### config.mk
export PLATFORM = sky130hd
export DESIGN_NAME = pipe_hazard_ctrl_flat
export DESIGN_NICKNAME = d
export VERILOG_FILES = /design/src/rtl/pipe_hazard_ctrl_pkg.sv /design/src/rtl/pipe_hazard_ctrl_if.sv /design/src/rtl/pipe_hazard_ctrl_hazard_cmp.sv /design/src/rtl/pipe_hazard_ctrl.sv /design/src/flat_wrapper.sv
export SDC_FILE = /design/constraint.sdc
export NUM_CORES = 1
export LEC_CHECK = 0
export CAP_MARGIN = 20
export CORE_MARGIN = 10
export CORE_UTILIZATION = 40
export CTS_CLUSTER_DIAMETER = 30
export CTS_CLUSTER_SIZE = 12
export DETAILED_ROUTE_END_ITERATION = 8
export PLACE_DENSITY = 0.72
export SYNTH_ARGS = -nofsm -noshare
export SYNTH_HDL_FRONTEND = slang
export SYNTH_SLANG_ARGS = --single-unit
### constraint.sdc
create_clock -name clk -period 1.55 [get_ports clk]
set_input_delay 0.2325 -clock clk [delete_from_list [all_inputs] [get_ports clk]]
set_output_delay 0.2325 -clock clk [all_outputs]
set_load 0.01 [all_outputs]
### src/rtl/pipe_hazard_ctrl_pkg.sv
// pipe_ctrl_defs: shared encodings for the pipeline sequencing controller.
//   ctrl_state_e  - FSM state encoding (also exported on state_o for debug)
//   BUBBLE_ALU_FN - ALU function code the ID/EX register loads when a bubble
//                   is inserted (stall=1)
package pipe_ctrl_defs;

  typedef enum logic [1:0] {
    ST_RUN     = 2'd0,
    ST_MEMWAIT = 2'd1,
    ST_DRAIN   = 2'd2,
    ST_HALTED  = 2'd3
  } ctrl_state_e;

  localparam logic [4:0] BUBBLE_ALU_FN = 5'h1F;

endpackage

### src/rtl/pipe_hazard_ctrl_if.sv
// pipe_hazard_ctrl_if: bundle between the pipeline datapath and the
// sequencing controller.
//   master - datapath side: drives ID/EX hazard info and mem_busy, consumes
//            the hold/flush/stall/freeze controls
//   slave  - controller side
interface pipe_hazard_ctrl_if;
  logic [2:0] ID_rs_addr;
  logic [2:0] ID_rt_addr;
  logic       ID_uses_rs;
  logic       ID_uses_rt;
  logic       ID_halt;
  logic [2:0] EX_rd_addr;
  logic       EX_reg_write;
  logic       EX_mem_read;
  logic       EX_redirect;
  logic       mem_busy;
  logic       pc_hold;
  logic       IF_ID_hold;
  logic       IF_ID_flush;
  logic       stall;
  logic       pipe_freeze;
  logic       halt_done;
  logic       mem_timeout;
  logic [1:0] state_o;

  modport master (
    output ID_rs_addr, ID_rt_addr, ID_uses_rs, ID_uses_rt, ID_halt,
           EX_rd_addr, EX_reg_write, EX_mem_read, EX_redirect, mem_busy,
    input  pc_hold, IF_ID_hold, IF_ID_flush, stall, pipe_freeze,
           halt_done, mem_timeout, state_o
  );

  modport slave (
    input  ID_rs_addr, ID_rt_addr, ID_uses_rs, ID_uses_rt, ID_halt,
           EX_rd_addr, EX_reg_write, EX_mem_read, EX_redirect, mem_busy,
    output pc_hold, IF_ID_hold, IF_ID_flush, stall, pipe_freeze,
           halt_done, mem_timeout, state_o
  );
endinterface

### src/rtl/pipe_hazard_ctrl_hazard_cmp.sv
// hazard_cmp: combinational load-use detector.
//   rs_addr/rt_addr, uses_rs/uses_rt - source operands of the ID instruction
//   ex_rd_addr, ex_reg_write, ex_mem_read - producer currently in EX
//   load_use - ID needs a value that the EX load has not yet fetched
// A MEM-stage producer is deliberately not checked: forwarding covers it.
module hazard_cmp (
  input  logic [2:0] rs_addr,
  input  logic [2:0] rt_addr,
  input  logic       uses_rs,
  input  logic       uses_rt,
  input  logic [2:0] ex_rd_addr,
  input  logic       ex_reg_write,
  input  logic       ex_mem_read,
  output logic       load_use
);
  logic rs_hit, rt_hit;

  assign rs_hit   = uses_rs && (rs_addr == ex_rd_addr);
  assign rt_hit   = uses_rt && (rt_addr == ex_rd_addr);
  assign load_use = ex_mem_read && ex_reg_write && (rs_hit || rt_hit);
endmodule

### src/rtl/pipe_hazard_ctrl.sv
// pipe_hazard_ctrl: advance/stall/flush/freeze decision for the five-stage
// pipeline, plus HALT drain sequencing.
//   clk - clock
//   rst - synchronous reset, active low
//   hz  - slave side of pipe_hazard_ctrl_if (hazard inputs, pipe controls,
//         sticky halt_done / mem_timeout, debug state_o)
// Priority: HALTED > mem_busy > EX_redirect > load-use > ID_halt.
module pipe_hazard_ctrl
  import pipe_ctrl_defs::*;
#(
  parameter int HALT_DRAIN_CYC = 3,
  parameter int MEM_WAIT_MAX   = 15,
  parameter int CNT_W          = 4
) (
  input  logic              clk,
  input  logic              rst,
  pipe_hazard_ctrl_if.slave hz
);
  localparam logic [CNT_W-1:0] DRAIN_LAST = CNT_W'(HALT_DRAIN_CYC - 1);
  localparam logic [CNT_W-1:0] WAIT_MAX   = CNT_W'(MEM_WAIT_MAX);
  localparam logic [CNT_W-1:0] WAIT_LAST  = CNT_W'(MEM_WAIT_MAX - 1);

  ctrl_state_e      state, eff_state;
  logic             ret_drain;   // MEMWAIT return target: 1=DRAIN, 0=RUN
  logic [CNT_W-1:0] drain_cnt, wait_cnt;
  logic             halt_done_q, timeout_q;
  logic             load_use;
  logic             pc_hold, if_id_hold, if_id_flush, stall, pipe_freeze;

  hazard_cmp u_cmp (
    .rs_addr      (hz.ID_rs_addr),
    .rt_addr      (hz.ID_rt_addr),
    .uses_rs      (hz.ID_uses_rs),
    .uses_rt      (hz.ID_uses_rt),
    .ex_rd_addr   (hz.EX_rd_addr),
    .ex_reg_write (hz.EX_reg_write),
    .ex_mem_read  (hz.EX_mem_read),
    .load_use     (load_use)
  );

  // Once memory releases, MEMWAIT behaves exactly like the state it froze.
  assign eff_state = (state == ST_MEMWAIT) ? (ret_drain ? ST_DRAIN : ST_RUN)
                                           : state;

  always_comb begin
    pc_hold     = 1'b0;
    if_id_hold  = 1'b0;
    if_id_flush = 1'b0;
    stall       = 1'b0;
    pipe_freeze = 1'b0;
    if (!rst) begin
      // everything low while in reset
    end else if (state == ST_HALTED) begin
      pc_hold     = 1'b1;
      if_id_hold  = 1'b1;
      pipe_freeze = 1'b1;
    end else if (hz.mem_busy) begin
      // EX is not advancing, so no bubble and no flush this cycle
      pc_hold     = 1'b1;
      if_id_hold  = 1'b1;
      pipe_freeze = 1'b1;
    end else if (hz.EX_redirect) begin
      // wrong-path ID instruction becomes a bubble; PC takes the target
      if_id_flush = 1'b1;
      stall       = 1'b1;
    end else if (eff_state == ST_DRAIN) begin
      // ID holds only discarded fetches here, so its hazards are ignored
      pc_hold     = 1'b1;
      if_id_flush = 1'b1;
    end else if (load_use) begin
      stall       = 1'b1;
      pc_hold     = 1'b1;
      if_id_hold  = 1'b1;
    end
  end

  always_ff @(posedge clk) begin
    if (!rst) begin
      state       <= ST_RUN;
      ret_drain   <= 1'b0;
      drain_cnt   <= '0;
      wait_cnt    <= '0;
      halt_done_q <= 1'b0;
      timeout_q   <= 1'b0;
    end else if (state != ST_HALTED) begin
      if (hz.mem_busy) begin
        state <= ST_MEMWAIT;
        if (state != ST_MEMWAIT) ret_drain <= (state == ST_DRAIN);
        if (wait_cnt != WAIT_MAX) wait_cnt <= wait_cnt + 1'b1;
        if (wait_cnt == WAIT_LAST) timeout_q <= 1'b1;
      end else begin
        wait_cnt <= '0;
        if (eff_state == ST_DRAIN) begin
          // a stray redirect during drain still flushes but keeps draining
          if (drain_cnt == DRAIN_LAST) begin
            state       <= ST_HALTED;
            halt_done_q <= 1'b1;
          end else begin
            state     <= ST_DRAIN;
            drain_cnt <= drain_cnt + 1'b1;
          end
        end else if (hz.ID_halt && !hz.EX_redirect && !load_use) begin
          state     <= ST_DRAIN;
          drain_cnt <= '0;
        end else begin
          state <= ST_RUN;
        end
      end
    end
  end

  assign hz.pc_hold     = pc_hold;
  assign hz.IF_ID_hold  = if_id_hold;
  assign hz.IF_ID_flush = if_id_flush;
  assign hz.stall       = stall;
  assign hz.pipe_freeze = pipe_freeze;
  assign hz.halt_done   = halt_done_q;
  assign hz.mem_timeout = timeout_q;
  assign hz.state_o     = state;
endmodule

### src/flat_wrapper.sv
// flat-port wrapper written by rule: the top's interface ports become plain ports
module pipe_hazard_ctrl_flat import pipe_ctrl_defs::*;
#(
  parameter int HALT_DRAIN_CYC = 3,
  parameter int MEM_WAIT_MAX   = 15,
  parameter int CNT_W          = 4
)
  (clk, rst, hz_ID_rs_addr, hz_ID_rt_addr, hz_ID_uses_rs, hz_ID_uses_rt, hz_ID_halt, hz_EX_rd_addr, hz_EX_reg_write, hz_EX_mem_read, hz_EX_redirect, hz_mem_busy, hz_pc_hold, hz_IF_ID_hold, hz_IF_ID_flush, hz_stall, hz_pipe_freeze, hz_halt_done, hz_mem_timeout, hz_state_o);
  pipe_hazard_ctrl_if hz_i ();
  input  logic clk;
  input  logic rst;
  input wire logic [$bits(hz_i.ID_rs_addr)-1:0] hz_ID_rs_addr;
  input wire logic [$bits(hz_i.ID_rt_addr)-1:0] hz_ID_rt_addr;
  input wire logic [$bits(hz_i.ID_uses_rs)-1:0] hz_ID_uses_rs;
  input wire logic [$bits(hz_i.ID_uses_rt)-1:0] hz_ID_uses_rt;
  input wire logic [$bits(hz_i.ID_halt)-1:0] hz_ID_halt;
  input wire logic [$bits(hz_i.EX_rd_addr)-1:0] hz_EX_rd_addr;
  input wire logic [$bits(hz_i.EX_reg_write)-1:0] hz_EX_reg_write;
  input wire logic [$bits(hz_i.EX_mem_read)-1:0] hz_EX_mem_read;
  input wire logic [$bits(hz_i.EX_redirect)-1:0] hz_EX_redirect;
  input wire logic [$bits(hz_i.mem_busy)-1:0] hz_mem_busy;
  output wire logic [$bits(hz_i.pc_hold)-1:0] hz_pc_hold;
  output wire logic [$bits(hz_i.IF_ID_hold)-1:0] hz_IF_ID_hold;
  output wire logic [$bits(hz_i.IF_ID_flush)-1:0] hz_IF_ID_flush;
  output wire logic [$bits(hz_i.stall)-1:0] hz_stall;
  output wire logic [$bits(hz_i.pipe_freeze)-1:0] hz_pipe_freeze;
  output wire logic [$bits(hz_i.halt_done)-1:0] hz_halt_done;
  output wire logic [$bits(hz_i.mem_timeout)-1:0] hz_mem_timeout;
  output wire logic [$bits(hz_i.state_o)-1:0] hz_state_o;
  assign hz_i.ID_rs_addr = hz_ID_rs_addr;
  assign hz_i.ID_rt_addr = hz_ID_rt_addr;
  assign hz_i.ID_uses_rs = hz_ID_uses_rs;
  assign hz_i.ID_uses_rt = hz_ID_uses_rt;
  assign hz_i.ID_halt = hz_ID_halt;
  assign hz_i.EX_rd_addr = hz_EX_rd_addr;
  assign hz_i.EX_reg_write = hz_EX_reg_write;
  assign hz_i.EX_mem_read = hz_EX_mem_read;
  assign hz_i.EX_redirect = hz_EX_redirect;
  assign hz_i.mem_busy = hz_mem_busy;
  assign hz_pc_hold = hz_i.pc_hold;
  assign hz_IF_ID_hold = hz_i.IF_ID_hold;
  assign hz_IF_ID_flush = hz_i.IF_ID_flush;
  assign hz_stall = hz_i.stall;
  assign hz_pipe_freeze = hz_i.pipe_freeze;
  assign hz_halt_done = hz_i.halt_done;
  assign hz_mem_timeout = hz_i.mem_timeout;
  assign hz_state_o = hz_i.state_o;
  pipe_hazard_ctrl #(.HALT_DRAIN_CYC(HALT_DRAIN_CYC), .MEM_WAIT_MAX(MEM_WAIT_MAX), .CNT_W(CNT_W)) u_core (.clk(clk), .rst(rst), .hz(hz_i));
endmodule
# Yosys cells after proc, flatten, opt, wreduce, memory -nomap -nowiden
# Index checks and enable logic that the tools add are counted.
# word_totals
in_bits	18
reg_bits	13
output_inout_bits	9
elab_cells	71
# op_classes
reduce_logical	15
eq_ne	13
bitwise	1
addsub	2
n_mux	34
# ops
op	n
two-way mux 1 bit	24
two-way mux 4 bit	5
two-way mux 2 bit	5
adder 4 x 1 -> 4 bit (second input constant)	2
AND reduction 4 bit	2
equality test 2 bit (second input constant)	3
equality test 3 bit	2
logical AND 1 bit	6
AND reduction 3 bit	2
equality test 4 x 2 -> 1 bit (second input constant)	1
equality test 4 bit (second input constant)	1
!= test 2 x 1 -> 1 bit (second input constant)	2
!= test 2 bit (second input constant)	2
!= test 4 bit (second input constant)	1
equality test 2 x 1 -> 1 bit (second input constant)	1
zero test 1 bit	2
AND reduction 2 bit	1
nonzero test 2 bit	1
logical OR 1 bit	1
inverter 1 bit	1

# Depth between registers and ports, before layout
# Gate-level depths: netlist (run 1).
# depth
depth_word	10
mapped_depth	7
ltp_nobuf	7

# Hierarchy
# From an unflattened synthesis (run 1), not the netlist that was laid out.
# unflattened
cells_unflattened	101
area_unflattened_um2	832.0
# modules_own_cells
mod	n_inst	cells_per_inst	seq_area_each_um2	area_per_inst_um2
pipe_hazard_ctrl	1	91	260.2	758.2
hazard_cmp	1	10	0.0	73.8

# Least setup slack after synthesis (run 1)
# Ideal clock, no wire load.
# synth_timing
kind	register -> output
start	register u_core.state[0] (netlist: u_core.hz.state_o[0])
end	output port hz_IF_ID_hold
stages_incl_launch_ff	6
slack_ps	-120
t_arrival_ps	1437
required_time_ps	1317
path_buffers	0
cell_sequence	dfxtp_1 nand2b_2 o21ai_4 a211oi_4 nand2_1 a21boi_0
# synth_between
elab_chain_cells	8
elab_cells_between_ends	9
classes_between	eq/ne (3); mux (6)
# synth_lines
item	line	rtl
start: declaration	pipe_hazard_ctrl.sv:23	ctrl_state_e state, eff_state;
start signal: assignment	pipe_hazard_ctrl.sv:79	state <= ST_RUN;
start signal: assignment	pipe_hazard_ctrl.sv:87	state <= ST_MEMWAIT;
start signal: assignment	pipe_hazard_ctrl.sv:96	state <= ST_HALTED;
equality test 2 x 1 -> 1 bit	pipe_hazard_ctrl.sv:42	assign eff_state = (state == ST_MEMWAIT) ? (ret_drain ? ST_DRAIN : ST_RUN)
two-way mux 2 bit	pipe_hazard_ctrl.sv:42	
equality test 2 bit	pipe_hazard_ctrl.sv:66	end else if (eff_state == ST_DRAIN) begin
two-way mux 1 bit	pipe_hazard_ctrl.sv:66	
two-way mux 1 bit	pipe_hazard_ctrl.sv:62	end else if (hz.EX_redirect) begin
two-way mux 1 bit	pipe_hazard_ctrl.sv:57	end else if (hz.mem_busy) begin
two-way mux 1 bit *	pipe_hazard_ctrl.sv:53	end else if (state == ST_HALTED) begin
two-way mux 1 bit *	pipe_hazard_ctrl.sv:51	if (!rst) begin
end: declaration	flat_wrapper.sv:23	output wire logic [$bits(hz_i.IF_ID_hold)-1:0] hz_IF_ID_hold;
# Mark *: on every way between the ends. The rest lies on a longest branch, timed or not.

# Worst setup path after layout (run 1)
# Same ends and word-level chain as after synthesis.

==> run summary, run 1 <==
The initial DRC count came out at 19. The area share of the leading cell type in the synthesized netlist came out at 0.315. The minimum hold slack is 0.500 ns. The post-DP HPWL is 1820 microns.

The maximum level of the CTS H-tree is 1. In the routed design, unresolved DRC markers number 0. The final reports fail on setup timing. The die extent in x is 65.5 microns. For the finished layout, the period the worst path requires is 1.74 ns. The final weighted congestion in routability-driven placement is 0.719. The maximum number of pins on one net before global-route repair is 10.

The tightest min-delay check is of the reg -> reg type. TritonCTS built the clock tree. The number of inserted diodes is 0. The number of nets in the final layout is between 150 and 200. The core footprint came out at roughly 2000 sq um.

The transition time at the pin with the least slew margin came out at 0.297 ns. The initialized floorplan defines 16 standard-cell rows. The power density of the placed cells came out at ~570 nW/um^2. Port buffering added 26 buffers. The maximum fanout count along the critical path is 4. The die footprint is 4290 sq um. After synthesis, the netlist uses 36 different library cells. In the finished design, the share of the clock period the worst path needs comes to 1.12.

By area the synthesized netlist is led by dfxtp_1 (31%), xnor2_1 (7.4%), ha_1 (6.1%). The count of hold buffers inserted by post-cts repair is 0. The proportion of power drawn by combinational gates is 0.248. The fmax came out at between 500 and 600 MHz. The cell-internal power is between 0.0005 and 0.0006 W. The number of register bits inferred by synthesis came out at 13.

The Yosys step of the flow raised 0 warnings. The fraction of power spent switching nets came out at 0.275. The number of maximum-capacitance constraint violations came out at 0. Each instance of the synthesized netlist takes up on average between 8 and 9 sq um. STA classifies the critical path endpoint as an output pin. Setup violations remaining at the end of the flow were counted as 5.

The number of I/O pins is 27. The run finished, with violations left. By startpoint and endpoint, the worst setup path is classified as reg -> out. The largest area contributor in the synthesized netlist is dfxtp_1. The leakage component of the power came out at 0.602 nW. The critical path required time is 1.32 ns.

Setup repair after global routing could not meet its margin everywhere. In the final routed layout, each cell accounts on average for ~14 microns. The synthesized net count is 115. Clock tree synthesis selected as its root buffer the cell clkbuf_4. The via count of the first global-routing pass is 920.

The remaining global-route overflow is 0. The mapped netlist covers 827 sq um. The starting density of the core came out at 0.422. The critical path launch point type is a register.

The max-slew headroom at the worst pin is 0.802. The global-route total usage across every layer is 0.116. The first-pass GRT wire length is 4020 microns. The clock power share is 0.289. The design area is 1320 sq um. The signal arrival time at the worst endpoint came out at 1.51 ns. The initial antenna violation count came out at 0.

The CTS buffer count is 3. The number of search-and-repair iterations in the first detailed-routing pass came out at 4. The cell area after placement came out at ~1300 sq um. The largest buffer count on any clock path came out at 2. The clock sink count came out at 13. After clock tree synthesis, the clock-pin slew on the worst setup and hold paths is 0.09 ns. The die is 65.5 microns tall. The sequential share of the synthesized area came out at 0.315. The post-detailed-routing wire length is 2340 microns. The net switching power is roughly 0.00021 W. The number of endpoints with negative hold slack in the final report came out at 0. The layout overhead on the synthesized area came out at 59.3%.

The max-slew violation count came out at 0. The count of nets left with antenna violations after detail routing is 0. The vias per cell is 4.98.

The source-to-sink clock delay at the later pin of the worst-skew pair is approximately 0.28 ns. The worst supply voltage drop on vdd is 0.317 mV. The worst-case setup margin in the final layout is -0.193 ns.

The cell count after synthesis came out at 93. In the final layout, the share of cells above drive strength 1 is 0.386. The worst clock skew is 0.00945 ns.

The fraction of power consumed by sequential logic is 0.464. The detailed router placed 856 vias in this run.
[sequential cells by signal, summed over array words and instances (netlist names)]
name and cells:
u_core.hz.state_o 2, u_core.hz.halt_done 1, u_core.wait_cnt 4, u_core.ret_drain 1, u_core.drain_cnt 4, u_core.hz.mem_timeout 1
[path summary, 6_finish.rpt]
kind	start	endpoint	slack (ns)	cells past startpoint
setup reg to reg	u_core.hz.state_o[0]	u_core.drain_cnt[1]	-0.10	7
hold reg to reg	u_core.hz.mem_timeout	u_core.hz.mem_timeout	0.50	2
setup / recovery	u_core.hz.state_o[0]	hz_IF_ID_hold	-0.19	7
hold / removal	u_core.hz.mem_timeout	u_core.hz.mem_timeout	0.50	2
[cell usage after synthesis, drive strengths merged]
library cell  number
xor2               2
dfxtp             13
a211oi             1
ha                 4
nor2               6
nor2b              2
nor4bb             1
o31ai              1
o211ai             1
inv                4
nand2b             4
nand3              2
nand2             11
xnor2              7
and3               3
a21oi              5
and2               1
o211a              1
o21ai              5
mux2i              3
nand3b             2
clkbuf             1
and3b              2
and2b              1
o21a               1
nand4              3
a21boi             4
a31oi              2
[per-layer routing]
layer  vias to the layer above  track usage  wire, microns
li1                        431            -              -
met1                       387        0.126            960
met2                        32        0.196           1150
met3                         6       0.0525            195
met4                         0       0.0401             34
met5                         -            0              0
[power by group through the flow]
stage	clock network (W)	logic (W)	registers (W)
final	0.000218	0.000187	0.000350
after global routing	0.000240	0.000206	0.000351
after CTS	0.000221	0.000183	0.000350
after detailed placement	0	0.000190	0.000357
after global placement	0	0.000187	0.000357
after floorplan	0	0.0000728	0.000358
[through the flow]
stage	total power, W	util	instances	setup slack (ns)	TNS, ns
2_1_floorplan	0.000431	-	93	0.00474	0
3_3_place_gp	0.000544	0.646	165	-0.802	-5.05
3_5_place_dp	0.000547	0.646	165	-0.848	-5.51
4_1_cts	0.000754	0.659	172	-0.159	-0.430
5_1_grt	0.000797	0.672	172	-0.272	-1.05
6_report	0.000756	0.672	172	-0.193	-0.598
[repair_timing]
action,4_1_cts,5_1_grt
buffers inserted,3,1
pin swaps,17,6
gates resized for setup,64,5
endpoints found under the setup margin,11,13
[cell type report]
class / count / area [sq um]
inverters: 4 / 15.0
clock buffers: 4 / 26.3
well taps: 27 / 33.8
repair buffers: 49 / 382
flip-flops and latches: 13 / 265
fillers: 182 / 644
multi-input cells: 75 / 596
[layout by cell type, fill, tap and decap left out, drive strengths merged, types with 3 or more instances in the layout]
cell type      instances
buf                   34
dfxtp                 13
nand2                 11
clkdlybuf4s50          7
xnor2                  7
nor2                   6
o21ai                  5
a21oi                  5
inv                    4
ha                     4
dlygate4sd2            4
clkbuf                 4
nand2b                 4
a21boi                 4
nand4                  3
mux2i                  3
clkdlybuf4s15          3
and3                   3
[cell families after synthesis]
logic type	count (synthesis)	synth area share
AO/OA/AOI/OAI	21	0.194
XOR/XNOR	9	0.0953
adder cells (fa/ha/maj)	4	0.0605
buffers and inverters	5	0.0227
flip-flops	13	0.315
multiplexers	3	0.0363
AND/OR/NAND/NOR	38	0.277
[worst max-delay path: stages, from the launching register on]
cell and delay (ns):
dfxtp_2 0.37, nand2b_4 0.15, o21ai_4 0.07, a211oi_4 0.18, buf_4 0.16, nand2_2 0.05
a21boi_2 0.11, buf_2 0.15
(Power assumes the default switching activity.)
==> run 2, diff against run 1 <==
- CORE_UTILIZATION: 40 -> 44
- PLACE_DENSITY: 0.72 -> 0.78
==> run 2 against run 1 <==
- worst setup slack better by 0.031 ns
- sequential cell count stayed put
- critical path type unchanged
- clock skew is 0.0079 ns lower
- the run still ends with setup timing left
- first-iteration DRC count is 100% higher
- register-to-register slack better by 0.04 ns
- critical endpoint unchanged
- total power is 0.27% higher
- utilization is 9.8 points higher
==> run summary, run 2 (synthesis results as in run 1) <==
The run finished, with violations left. The final reports fail on setup timing. The die covers 4010 sq um.

The critical path class is reg -> out. The max-slew violation count is 0. The CTS buffer count came out at 3. The initial antenna violation count is 0.

The global-route total usage across every layer is 0.121. The root buffer selected by CTS is clkbuf_4. The critical path starts at u_core.hz.state_o[0]. Of all nets on the critical path, the largest fanout is 4. In this run the static leakage power is 0.638 nW. The post-DP HPWL came out at 1830 microns. The number of endpoints with negative hold slack in the final report is 0.

The count of buffers added on input and output ports is 26. The minimum hold slack came out at 0.468 ns. The clock sink count came out at 13. Once detail routing completed, the nets flagged for antenna violations numbered 0. For the pin with the worst max-slew slack, the measured transition is 0.414 ns.

The post-detailed-routing wire length is between 2000 and 3000 microns. The signal arrival time at the worst endpoint is 1.48 ns. The net count of the finished layout is 171. The floorplan step set the die height to 63.4 microns. The wire length per cell came out at 15.0 microns. For this configuration, the core starts out at a cell density of 0.474. The final weighted congestion in routability-driven placement is between 0.7 and 0.8. The clock transition at the register clock pins on the worst setup and hold paths after CTS came out at about 0.080 ns. The largest buffer count on any clock path is 2. In this run the most critical hold path is launched from u_core.drain_cnt[0]. The number of inserted diodes came out at 0.

In this run the critical register-to-register path is launched from u_core.hz.state_o[0]. In the post-route analysis, the smallest setup slack over all paths is -0.162 ns. On the final layout, the worst clock skew is between 0.0015 and 0.002 ns. The max-slew headroom at the worst pin came out at 0.724. The source-to-sink clock delay at the later pin of the worst-skew pair came out at between 0.2 and 0.3 ns. STA classifies the critical path endpoint as an output pin. The first-pass GRT wire length came out at 4070 microns. The detailed router finished its first iteration with 38 violations.

The post-route fraction of the period consumed by the critical path came out at 1.10. The vias after detailed routing is 899. The minimum clock period is roughly 1.7 ns. STA classifies the critical path startpoint as a register.

The number of I/O pins came out at 27. The layout overhead on the synthesized area came out at 62.5%. Timing would allow up to 584 MHz. After clock tree synthesis, the flow added hold-fix buffers numbering 0.

The total overflow left after global routing is 0. For this run, the detailed router's first-pass iteration total came to 4. The power density of the placed cells came out at 564 nW/um^2. The critical path required time came out at about 1.3 ns.

The via count of the first global-routing pass is 950. Leaving out fill and tap cells, the most frequent cells in the layout are buf_4 (25), buf_2 (9), dfxtp_1 (9), nand2_1 (7), clkdlybuf4s50_1 (7). The maximum level of the CTS H-tree came out at 1. Leaving out fill and tap cells, the most frequent cell in the layout is buf_4.

The number of maximum-capacitance constraint violations came out at 0. Setup violations remaining at the end of the flow were counted as 4. The total area inside the core boundary comes to 1750 sq um. The final routed DRC violation total is 0.

The vias per cell came out at 5.20. The share of cells above drive strength 1 came out at 0.412. The number of rows created at floorplan came out at 15. The die extent in x came out at approximately 63 microns. TritonCTS built the clock tree. The maximum number of pins on one net before global-route repair is 9. Setup repair after global routing could not meet its margin everywhere. The worst-case IR drop observed on VDD is 0.382 mV. The path category of the worst min-delay check is reg -> reg. The final core utilization came out at 0.770.
run 2: cell types whose count changed in the layout (fill, tap and decap cells not counted), sizes merged:
cell / change
buf: +2
clkbuf: +1
dlygate4sd2: -1
dlymetal6s2s: +1
run 2: final timing paths:
path              slack (ns)  cells past startpoint                  end
setup reg to reg       -0.06                      7  u_core.drain_cnt[1]
hold reg to reg         0.47                      1  u_core.drain_cnt[0]
hold / removal          0.47                      1  u_core.drain_cnt[0]
setup / recovery       -0.16                      7        hz_IF_ID_hold
run 2: where the power goes:
part / leakage (nW) / internal [W] / total [W] / switching [W]
clock network: 0.0150 / 0.0000998 / 0.000212 / 0.000112
registers: 0.107 / 0.000341 / 0.000350 / 0.00000952
logic: 0.516 / 0.000112 / 0.000195 / 0.0000833
run 2: final cells by class:
class	instances	area (sq um)
clock buffers	4	26.3
well taps	25	31.3
inverters	4	15.0
flip-flops and latches	13	268
fillers	130	402
multi-input cells	75	592
repair buffers	52	412
run 2: per-layer routing:
metal,track usage,share of wire,wire length [microns]
met1,0.128,0.40,1050
met2,0.197,0.49,1270
met3,0.0406,0.073,189
met4,0.0847,0.034,87
met5,0,0,0
run 2: worst max-delay path, cell delays in order, from the launching register on:
cell and delay (ns):
dfxtp_2 0.37, nand2b_4 0.15, o21ai_4 0.07, a211oi_4 0.17, buf_4 0.15, nand2_2 0.05
a21boi_2 0.11, buf_2 0.14
run 2: metrics by stage:
step	setup TNS [ns]	setup slack (ns)	cell area (sq um)	total power, W	cells
after floorplan	0	0.00474	827	0.000431	93
final	-0.408	-0.162	1340	0.000758	173
after global placement	-5.01	-0.808	1260	0.000541	163
after detailed placement	-5.60	-0.858	1260	0.000547	163
after global routing	-0.886	-0.255	1340	0.000799	173
after CTS	-0.593	-0.160	1320	0.000756	172
run 2: repair_timing:
| action | CTS | global route |
|---|---|---|
| gates resized for setup | 58 | 13 |
| pin swaps | 17 | 3 |
| buffers inserted | 6 | 1 |
| endpoints found under the setup margin | 11 | 13 |
